==> config.mk <==
export PLATFORM = sky130hd
export DESIGN_NAME = btn_event_conditioner
export DESIGN_NICKNAME = d
export VERILOG_FILES = /design/src/rtl/btn_event_conditioner.sv
export SDC_FILE = /design/constraint.sdc
export NUM_CORES = 1
export LEC_CHECK = 0
export BUFFER_PORTS_ARGS = -buffer_cell sky130_fd_sc_hd__buf_2
export CAP_MARGIN = 20
export CORE_ASPECT_RATIO = 1.2
export CORE_MARGIN = 2
export CORE_UTILIZATION = 25
export DETAILED_ROUTE_END_ITERATION = 10
export PLACE_DENSITY = 0.4
export REMOVE_ABC_BUFFERS = 1
export SYNTH_ARGS = -nofsm -noshare
export SYNTH_HDL_FRONTEND = slang
export SYNTH_SLANG_ARGS = --single-unit
==> constraint.sdc <==
create_clock -name sys_clk -period 4.67 [get_ports sys_clk]
set_input_delay 0.2335 -clock sys_clk [delete_from_list [all_inputs] [get_ports sys_clk]]
set_output_delay 0.2335 -clock sys_clk [all_outputs]
set_load 0.02 [all_outputs]
==> src/rtl/btn_event_conditioner.sv <==
// btn_event_conditioner
//   Front end for the character physics/FSM stage. Synchronises and debounces
//   the raw left/right/jump buttons, produces the game-tick strobe and latches
//   every debounced press/release edge into flags that are held for one full
//   tick period, so a short press is never lost by the slower character stage.
//
//   Ports
//     sys_clk, sys_rst_n          clock, async active-low reset (sync release)
//     left_btn/right_btn/jump_btn raw asynchronous buttons, active-high
//     tick                        one-cycle strobe every TICK_DIV cycles
//     *_level                     debounced levels, not tick-aligned
//     left_evt/right_evt/jump_evt press seen during the previous tick period
//     jump_rel_evt                jump release seen during the previous period
//
//   Optional feature: define BTN_AUTO_REPEAT_EN to make a held left/right
//   button re-raise its event every REPEAT_TICKS ticks. Jump never repeats.

// One debounce FSM. o_edge pulses for one cycle in the same cycle o_level
// changes; the caller splits it into press/release using the new level.
module btn_debounce #(
   parameter int DEBOUNCE_CYCLES = 1000000
) (
   input  logic i_clk,
   input  logic i_rst_n,
   input  logic i_in,
   output logic o_level,
   output logic o_edge
);
   localparam int CW = $clog2(DEBOUNCE_CYCLES);
   // The IDLE/HELD cycle that spots the new value is the first stable sample,
   // so the wait states finish one count early to give exactly DEBOUNCE_CYCLES.
   localparam logic [CW-1:0] C_LAST = CW'(DEBOUNCE_CYCLES - 2);
   localparam logic [CW-1:0] C_TERM = CW'(DEBOUNCE_CYCLES - 1);

   typedef enum logic [1:0] {S_IDLE, S_PRESS_WAIT, S_HELD, S_RELEASE_WAIT} state_t;

   state_t          r_state, w_state_nx;
   logic [CW-1:0]   r_cnt, w_cnt_nx;
   logic            r_edge, w_edge_nx;

   always_ff @(posedge i_clk or negedge i_rst_n) begin
      if (!i_rst_n) begin
         r_state <= S_IDLE;
         r_cnt   <= '0;
         r_edge  <= 1'b0;
      end else begin
         r_state <= w_state_nx;
         r_cnt   <= w_cnt_nx;
         r_edge  <= w_edge_nx;
      end
   end

   always_comb begin
      w_state_nx = r_state;
      w_cnt_nx   = r_cnt;
      w_edge_nx  = 1'b0;
      case (r_state)
         S_IDLE:
            if (i_in) begin
               w_state_nx = S_PRESS_WAIT;
               w_cnt_nx   = '0;
            end
         S_PRESS_WAIT:
            if (!i_in) begin
               w_state_nx = S_IDLE;
            end else if (r_cnt == C_LAST) begin
               w_state_nx = S_HELD;
               w_cnt_nx   = C_TERM;
               w_edge_nx  = 1'b1;
            end else begin
               w_cnt_nx = r_cnt + CW'(1);
            end
         S_HELD:
            if (!i_in) begin
               w_state_nx = S_RELEASE_WAIT;
               w_cnt_nx   = '0;
            end
         S_RELEASE_WAIT:
            if (i_in) begin
               w_state_nx = S_HELD;
            end else if (r_cnt == C_LAST) begin
               w_state_nx = S_IDLE;
               w_cnt_nx   = C_TERM;
               w_edge_nx  = 1'b1;
            end else begin
               w_cnt_nx = r_cnt + CW'(1);
            end
         default: w_state_nx = S_IDLE;
      endcase
   end

   assign o_level = (r_state == S_HELD) || (r_state == S_RELEASE_WAIT);
   assign o_edge  = r_edge;
endmodule

module btn_event_conditioner #(
   parameter int DEBOUNCE_CYCLES = 1000000,
   parameter int TICK_DIV        = 1666666,
   parameter int REPEAT_TICKS    = 8
) (
   input  logic sys_clk,
   input  logic sys_rst_n,
   input  logic left_btn,
   input  logic right_btn,
   input  logic jump_btn,
   output logic tick,
   output logic left_level,
   output logic right_level,
   output logic jump_level,
   output logic left_evt,
   output logic right_evt,
   output logic jump_evt,
   output logic jump_rel_evt
);
   localparam int NB = 3;                         // 0 left, 1 right, 2 jump
   localparam int TW = $clog2(TICK_DIV);
   localparam logic [TW-1:0] C_TICK_LAST = TW'(TICK_DIV - 1);

   logic [NB-1:0] r_sync1, r_sync2;
   logic [NB-1:0] w_level, w_edge, w_press;
   logic [TW-1:0] r_tick_cnt;
   logic          w_tick;
   logic [1:0]    w_move_set;                     // left/right pending set
   logic [3:0]    w_pset;                         // {jrel, jump, right, left}
   logic [3:0]    r_pend, r_evt;

   always_ff @(posedge sys_clk or negedge sys_rst_n) begin
      if (!sys_rst_n) begin
         r_sync1 <= '0;
         r_sync2 <= '0;
      end else begin
         r_sync1 <= {jump_btn, right_btn, left_btn};
         r_sync2 <= r_sync1;
      end
   end

   for (genvar gi = 0; gi < NB; gi++) begin : g_db
      btn_debounce #(.DEBOUNCE_CYCLES(DEBOUNCE_CYCLES)) u_db (
         .i_clk   (sys_clk),
         .i_rst_n (sys_rst_n),
         .i_in    (r_sync2[gi]),
         .o_level (w_level[gi]),
         .o_edge  (w_edge[gi])
      );
   end

   assign w_press = w_edge & w_level;
   assign w_tick  = (r_tick_cnt == C_TICK_LAST);

   always_ff @(posedge sys_clk or negedge sys_rst_n) begin
      if (!sys_rst_n)  r_tick_cnt <= '0;
      else if (w_tick) r_tick_cnt <= '0;
      else             r_tick_cnt <= r_tick_cnt + TW'(1);
   end

`ifdef BTN_AUTO_REPEAT_EN
   localparam int RW = (REPEAT_TICKS > 1) ? $clog2(REPEAT_TICKS) : 1;
   localparam logic [RW-1:0] C_REP_LAST = RW'(REPEAT_TICKS - 1);
   logic [1:0] w_rep;

   // Ticks are counted only while the level is held; dropping the level
   // restarts the repeat interval from the next press.
   for (genvar gi = 0; gi < 2; gi++) begin : g_rep
      logic [RW-1:0] r_rep_cnt;
      assign w_rep[gi] = w_level[gi] && w_tick && (r_rep_cnt == C_REP_LAST);
      always_ff @(posedge sys_clk or negedge sys_rst_n) begin
         if (!sys_rst_n)        r_rep_cnt <= '0;
         else if (!w_level[gi]) r_rep_cnt <= '0;
         else if (w_rep[gi])    r_rep_cnt <= '0;
         else if (w_tick)       r_rep_cnt <= r_rep_cnt + RW'(1);
      end
   end
   assign w_move_set = w_press[1:0] | w_rep;
`else
   assign w_move_set = w_press[1:0];
`endif

   assign w_pset = {w_edge[2] & ~w_level[2], w_press[2], w_move_set};

   // On tick the events take the pending flags; a pulse in the tick cycle
   // itself becomes pending for the next period. Left wins a left/right tie
   // and the right pending flag is dropped with it.
   always_ff @(posedge sys_clk or negedge sys_rst_n) begin
      if (!sys_rst_n) begin
         r_pend <= '0;
         r_evt  <= '0;
      end else if (w_tick) begin
         r_evt  <= {r_pend[3:2], r_pend[1] & ~r_pend[0], r_pend[0]};
         r_pend <= w_pset;
      end else begin
         r_pend <= r_pend | w_pset;
      end
   end

   assign tick         = w_tick;
   assign left_level   = w_level[0];
   assign right_level  = w_level[1];
   assign jump_level   = w_level[2];
   assign left_evt     = r_evt[0];
   assign right_evt    = r_evt[1];
   assign jump_evt     = r_evt[2];
   assign jump_rel_evt = r_evt[3];
endmodule

Yosys cells after proc, flatten, opt, wreduce, memory -nomap -nowiden

Cells that the tools add are included.

Register bits: 104
Bits of input ports: 5
Output and inout port bits: 8

$add $sub $neg: 4
Eq/ne operators: 31
Multiplexer cells: 53
Bitwise gates (word level): 6
Reduce and logical (&&, ||, !) cells: 12

Operator list:

| operator                | count |
|---|---|
| $mux W20                | 15 |
| $pmux W20 S4            | 3 |
| $add A20 B1 Y20 const B | 3 |
| $eq A20 B20 Y1 const B  | 3 |
| $mux W2                 | 18 |
| $ne A2 B2 Y1 const B    | 12 |
| $pmux W2 S4             | 3 |
| $reduce_and A4 Y1       | 6 |
| $add A21 B1 Y21 const B | 1 |
| $eq A21 B21 Y1 const B  | 1 |
| $mux W21                | 1 |
| $ne A3 B2 Y1 const B    | 6 |
| $eq A2 B2 Y1 const B    | 6 |
| $mux W1                 | 9 |
| $eq A2 B1 Y1 const B    | 3 |
| $logic_not A2 Y1        | 3 |
| $pmux W1 S2             | 3 |
| $mux W4                 | 1 |
| $or A4 B4 Y4            | 1 |
| $and A3 B3 Y3           | 1 |
| $logic_or A1 B1 Y1      | 3 |
| $and A1 B1 Y1           | 2 |
| $not A1 Y1              | 2 |

Depth between registers and ports, before layout

Word-level depth: 6
Gate-level depth with buffers: 7

By module

From an unflattened synthesis, not the netlist that was laid out.

Cells, all modules: 607
Area, all modules: 5866.9 µm²

Modules (own cells, without submodules):

| module                          | times used | cells each | area each (µm²) | sequential area each (µm²) |
|---|---|---|---|---|
| btn_debounce (g_db[1].u_db ...) | 2          | 159        | 1455.1          | 575.6 |
| btn_event_conditioner           | 1          | 134        | 1560.2          | 875.8 |
| btn_debounce (g_db[0].u_db)     | 1          | 155        | 1396.3          | 575.6 |

Least setup slack after synthesis

OpenSTA, ideal clock, no wires.

Kind: reg2reg
From: register g_db[0].u_db.r_cnt[6]
To: register (tool-made name)
Data arrival time: 1.813 ns
Slack: 2.730 ns
Cell stages (with the launch flop): 7
Path buffers: 2
Clock period less this slack: 1.940 ns
Cells stage by stage: dfrtp_1 buf_6 or2_0 or4_4 buf_6 nor3_4 mux2_1

RTL lines:

| element                | RTL line | source |
|---|---|---|
| start, declared        | 38       | `logic [CW-1:0] r_cnt, w_cnt_nx;` |
| start signal, assigned | 48       | `r_cnt <= w_cnt_nx;` |

Worst setup path after layout

From: register r_tick_cnt[1]
To: register r_evt[3]

Cells in the longest elaborated chain, start to end: 1

RTL lines:

| element                | RTL line | source |
|---|---|---|
| start, declared        | 121      | `logic [TW-1:0] r_tick_cnt;` |
| start signal, assigned | 153      | `else r_tick_cnt <= r_tick_cnt + TW'(1);` |
| $eq A21 B21 Y1         | 148      | `assign w_tick = (r_tick_cnt == C_TICK_LAST);` |
| end signal, assigned   | 188      | `r_evt <= {r_pend[3:2], r_pend[1] & ~r_pend[0], r_pend[0]};` |
| end, declared          | 125      | `logic [3:0] r_pend, r_evt;` |

No other way between the ends.
A chain may end at the register's enable or synchronous reset.

==> impl_results.md <==
* Status: complete, no violations
* Finished Core Util at 0.284
* Period minus WS final at 2.29 ns
* Antenna violations before repair at 0
* Least-Margin Pin Slew at 1.08 ns
* Top cells by count, synth: dfrtp_1 (104), nand2_1 (63), nor2_1 (62)
* Critical Path Start Type: flip-flop
* CTS tree: done
* Max frequency at 436 MHz
* Synth top area share at 0.447
* Gr usage total at 0.126
* CP Capture Point: r_evt[3]
* Clock root buffer: clkbuf_16
* Sequential share of the synthesized area at 0.447
* Most common cell in the synthesized netlist: dfrtp_1
* Slew HR at 0.277
* Worst stage delay on the critical path at 0.79 ns
* DR iter-0 viols at 290
* Syn Area/Cell at 9.25 um^2
* Top post-synthesis cells by area: dfrtp_1 (45%), mux2i_1 (4.1%), nand2_1 (4.1%)
* PwrDens at 286 nW/um^2
* Core Area at 23000 um^2
* Combinational family with the most area after synthesis: simple AND/OR/NAND/NOR gates
* Max Cap Viol at 0
* Worst EP required at 4.91 ns
* IO Pins at 13
* Antenna-violating nets left at 0
* Clk_skew at 0.00730 ns
* Post-synth top flop: dfrtp_1
* Share of cells above drive strength 1 at 0.0773
* Clock Latency Late Sink at 0.36 ns
* DP HPWL at 9980 um
* Syn Inst Count at 629
* Fin nets at 642
* Crit path DAT at 2.54 ns
* Critical path capture point type: flip-flop
* GPL Wtd Cong at 0.808
* Yosys warning count at 0
* Pleak at 0.00266 uW
* Reg-to-reg slack, setup at 2.38 ns
* Die width at 143 um
* Max Slew Vio Count at 0
* #FFs+latches synth at 104
* Worst hold slack at 0.358 ns
* Layout area overhead at 12.4%
* Synth area leader: dfrtp_1
* Worst-case clock buffer depth at 2
* Row cnt at 61
* XOR/XNOR share of the synthesized area at 0.0346
* Die height at 171 um
* Yosys cell types at 70
* Reg2reg path depth at 6
* First-pass GRT wire length at 24800 um
* Critical R2R Launch: r_tick_cnt[1]
* H-tree Lvls at 3
* Post-synthesis mux area share at 0.0529
* Setup TNS at 0 ns
* VDD IR max at 0.120 mV
* Vias in the first global route at 4724
* Post-Synth Adder-Cell Area at 0.0172
* Congestion Overflow GR at 0
* WL/cell at 15.5 um
* PortBufs at 12
* Slowest cell on crit path: nor4_4
* TritonRoute pass-1 iters at 5
* Final WL at 14700 um
* Post-synth EDFFs at 0
* Crit share post-route at 0.491
* Hold Path Class: reg -> reg
* Worst path cell trace: inv_1 -> ha_1 -> nor4bb_1 -> nand4_1 -> nor4_4 -> mux2_1
* # resized after CTS at 0
* Post-route DRC at 0
* Antenna Cells at 0
* Fillers at 2472
* Via density per instance at 5.04
* Fin cells at 949
* Simple-gate share of the synthesized area at 0.274
* Critical path fanouts, max at 16
* Fin. Hold Viols at 0
* Critical R2R Capture: r_evt[3]
* Post-synthesis cell area at 5820 um^2
* Vias after detailed routing at 4784
* Setup repair after global routing missed its margin: false
* Setup CP Type: reg -> reg
* CTS buffer count at 9
* # clock sinks at 104
* Synth async-reset ratio at 1.00
* Compound-Gate Fraction of Synth Area at 0.137
* Crit path launch: r_tick_cnt[1]
* Die area at 24500 um^2
* Clock transition at path regs at 0.07 ns
* Initial Util at 0.252
* Final setup viols at 0
* Pin count of the biggest net entering global routing at 55
* Placed cells at 929
-- placed cells by master (no fill, tap or decap), types with 3 or more instances in the layout --
master	n
clkbuf_16	9
nand3_1	29
dfrtp_1	104
xnor2_1	14
mux2_1	5
and3_1	24
buf_2	11
mux2i_1	24
a31oi_1	11
a41o_1	4
buf_4	5
and2_1	4
xor2_1	6
or3_1	3
nor4b_1	6
a22o_1	6
o22ai_1	9
ha_1	8
xnor2_2	3
o21ai_0	16
and3b_1	3
o21ai_1	26
nor4bb_1	3
a21oi_1	13
a221o_1	5
a41oi_1	4
a211oi_1	6
a311oi_1	3
inv_1	18
nand4b_1	3
nor4_1	21
nor3_1	24
nand4_1	24
nand2_1	63
nor2_1	62
dlygate4sd3_1	4
-- report_power, final --
group / internal, uW / switching, uW / total [uW]
logic: 33.9 / 67.5 / 101
registers: 915 / 29.1 / 944
clock network: 450 / 372 / 821
total: 1400 / 468 / 1870
-- per-layer routing --
layer	share of wire	up-vias	GRT usage	routed length, um
li1	-	2341	-	-
met1	0.47	2308	0.163	6830
met2	0.47	104	0.207	6870
met3	0.037	31	0.0154	546
met4	0.030	0	0.0665	441
met5	0	-	0	0
-- repair_timing --
item | CTS | global route
setup buffers | 0 | 0
hold buffers | 4 | 0
hold endpoints to repair | 56 | 0
-- worst max-delay path: cells and delay by family (launching register included) --
kind,cells,cell delay [ns]
buf+inv,1,0.06
flops,1,0.41
mux,1,0.38
fa+ha+maj,1,0.14
simple gates,3,1.18
-- metrics by stage --
stage               instance area [um^2]  setup slack, ns  power [uW]
finish                              6540             2.38        1870
detailed placement                  6180             2.33        1060
global route                        6540             2.17        1950
CTS                                 6540             2.32        1900
global placement                    6180             2.41        1060
floorplan                           5670             2.25        1010
-- worst min-delay path by stage --
stage	endpoint	cells past startpoint	slack, ns	startpoint
after floorplan	async pin	0	-0.06	sys_rst_n
after global placement	r_sync2[2]	0	0.33	r_sync1[2]
after detailed placement	r_sync2[2]	0	0.34	r_sync1[2]
after CTS	r_sync2[0]	0	0.36	r_sync1[0]
after global routing	r_sync2[0]	0	0.36	r_sync1[0]
final	r_sync2[2]	0	0.36	r_sync1[2]
-- cell type report --
cell class / count / area [um^2] / area share
tap: 315 / 394 / 0.0603
multi-input combinational: 474 / 3020 / 0.462
sequential: 104 / 2600 / 0.398
clock inverter: 5 / 62.6 / 0.00957
clock buffer: 11 / 253 / 0.0387
inverter: 20 / 75.1 / 0.0115
timing repair buffer: 20 / 133 / 0.0203
-- registers in the layout (all words and copies together), names as in the netlist, named ones only --
name,count
r_sync2,3
r_pend,4
r_tick_cnt,21
g_db.u_db.o_edge,3
r_evt,4
r_sync1,3
g_db.u_db.r_state,3
g_db.u_db.r_cnt,60
-- cells by family after synthesis --
family                     count (synthesis)
adders and majority gates                  8
buffers and inverters                     51
AOI/OAI and AO/OA                        119
DFF                                      104
and+or+nand+nor                          294
xor gates and xnor gates                  23
muxes                                     30
Power figures use the tool's default switching activity.
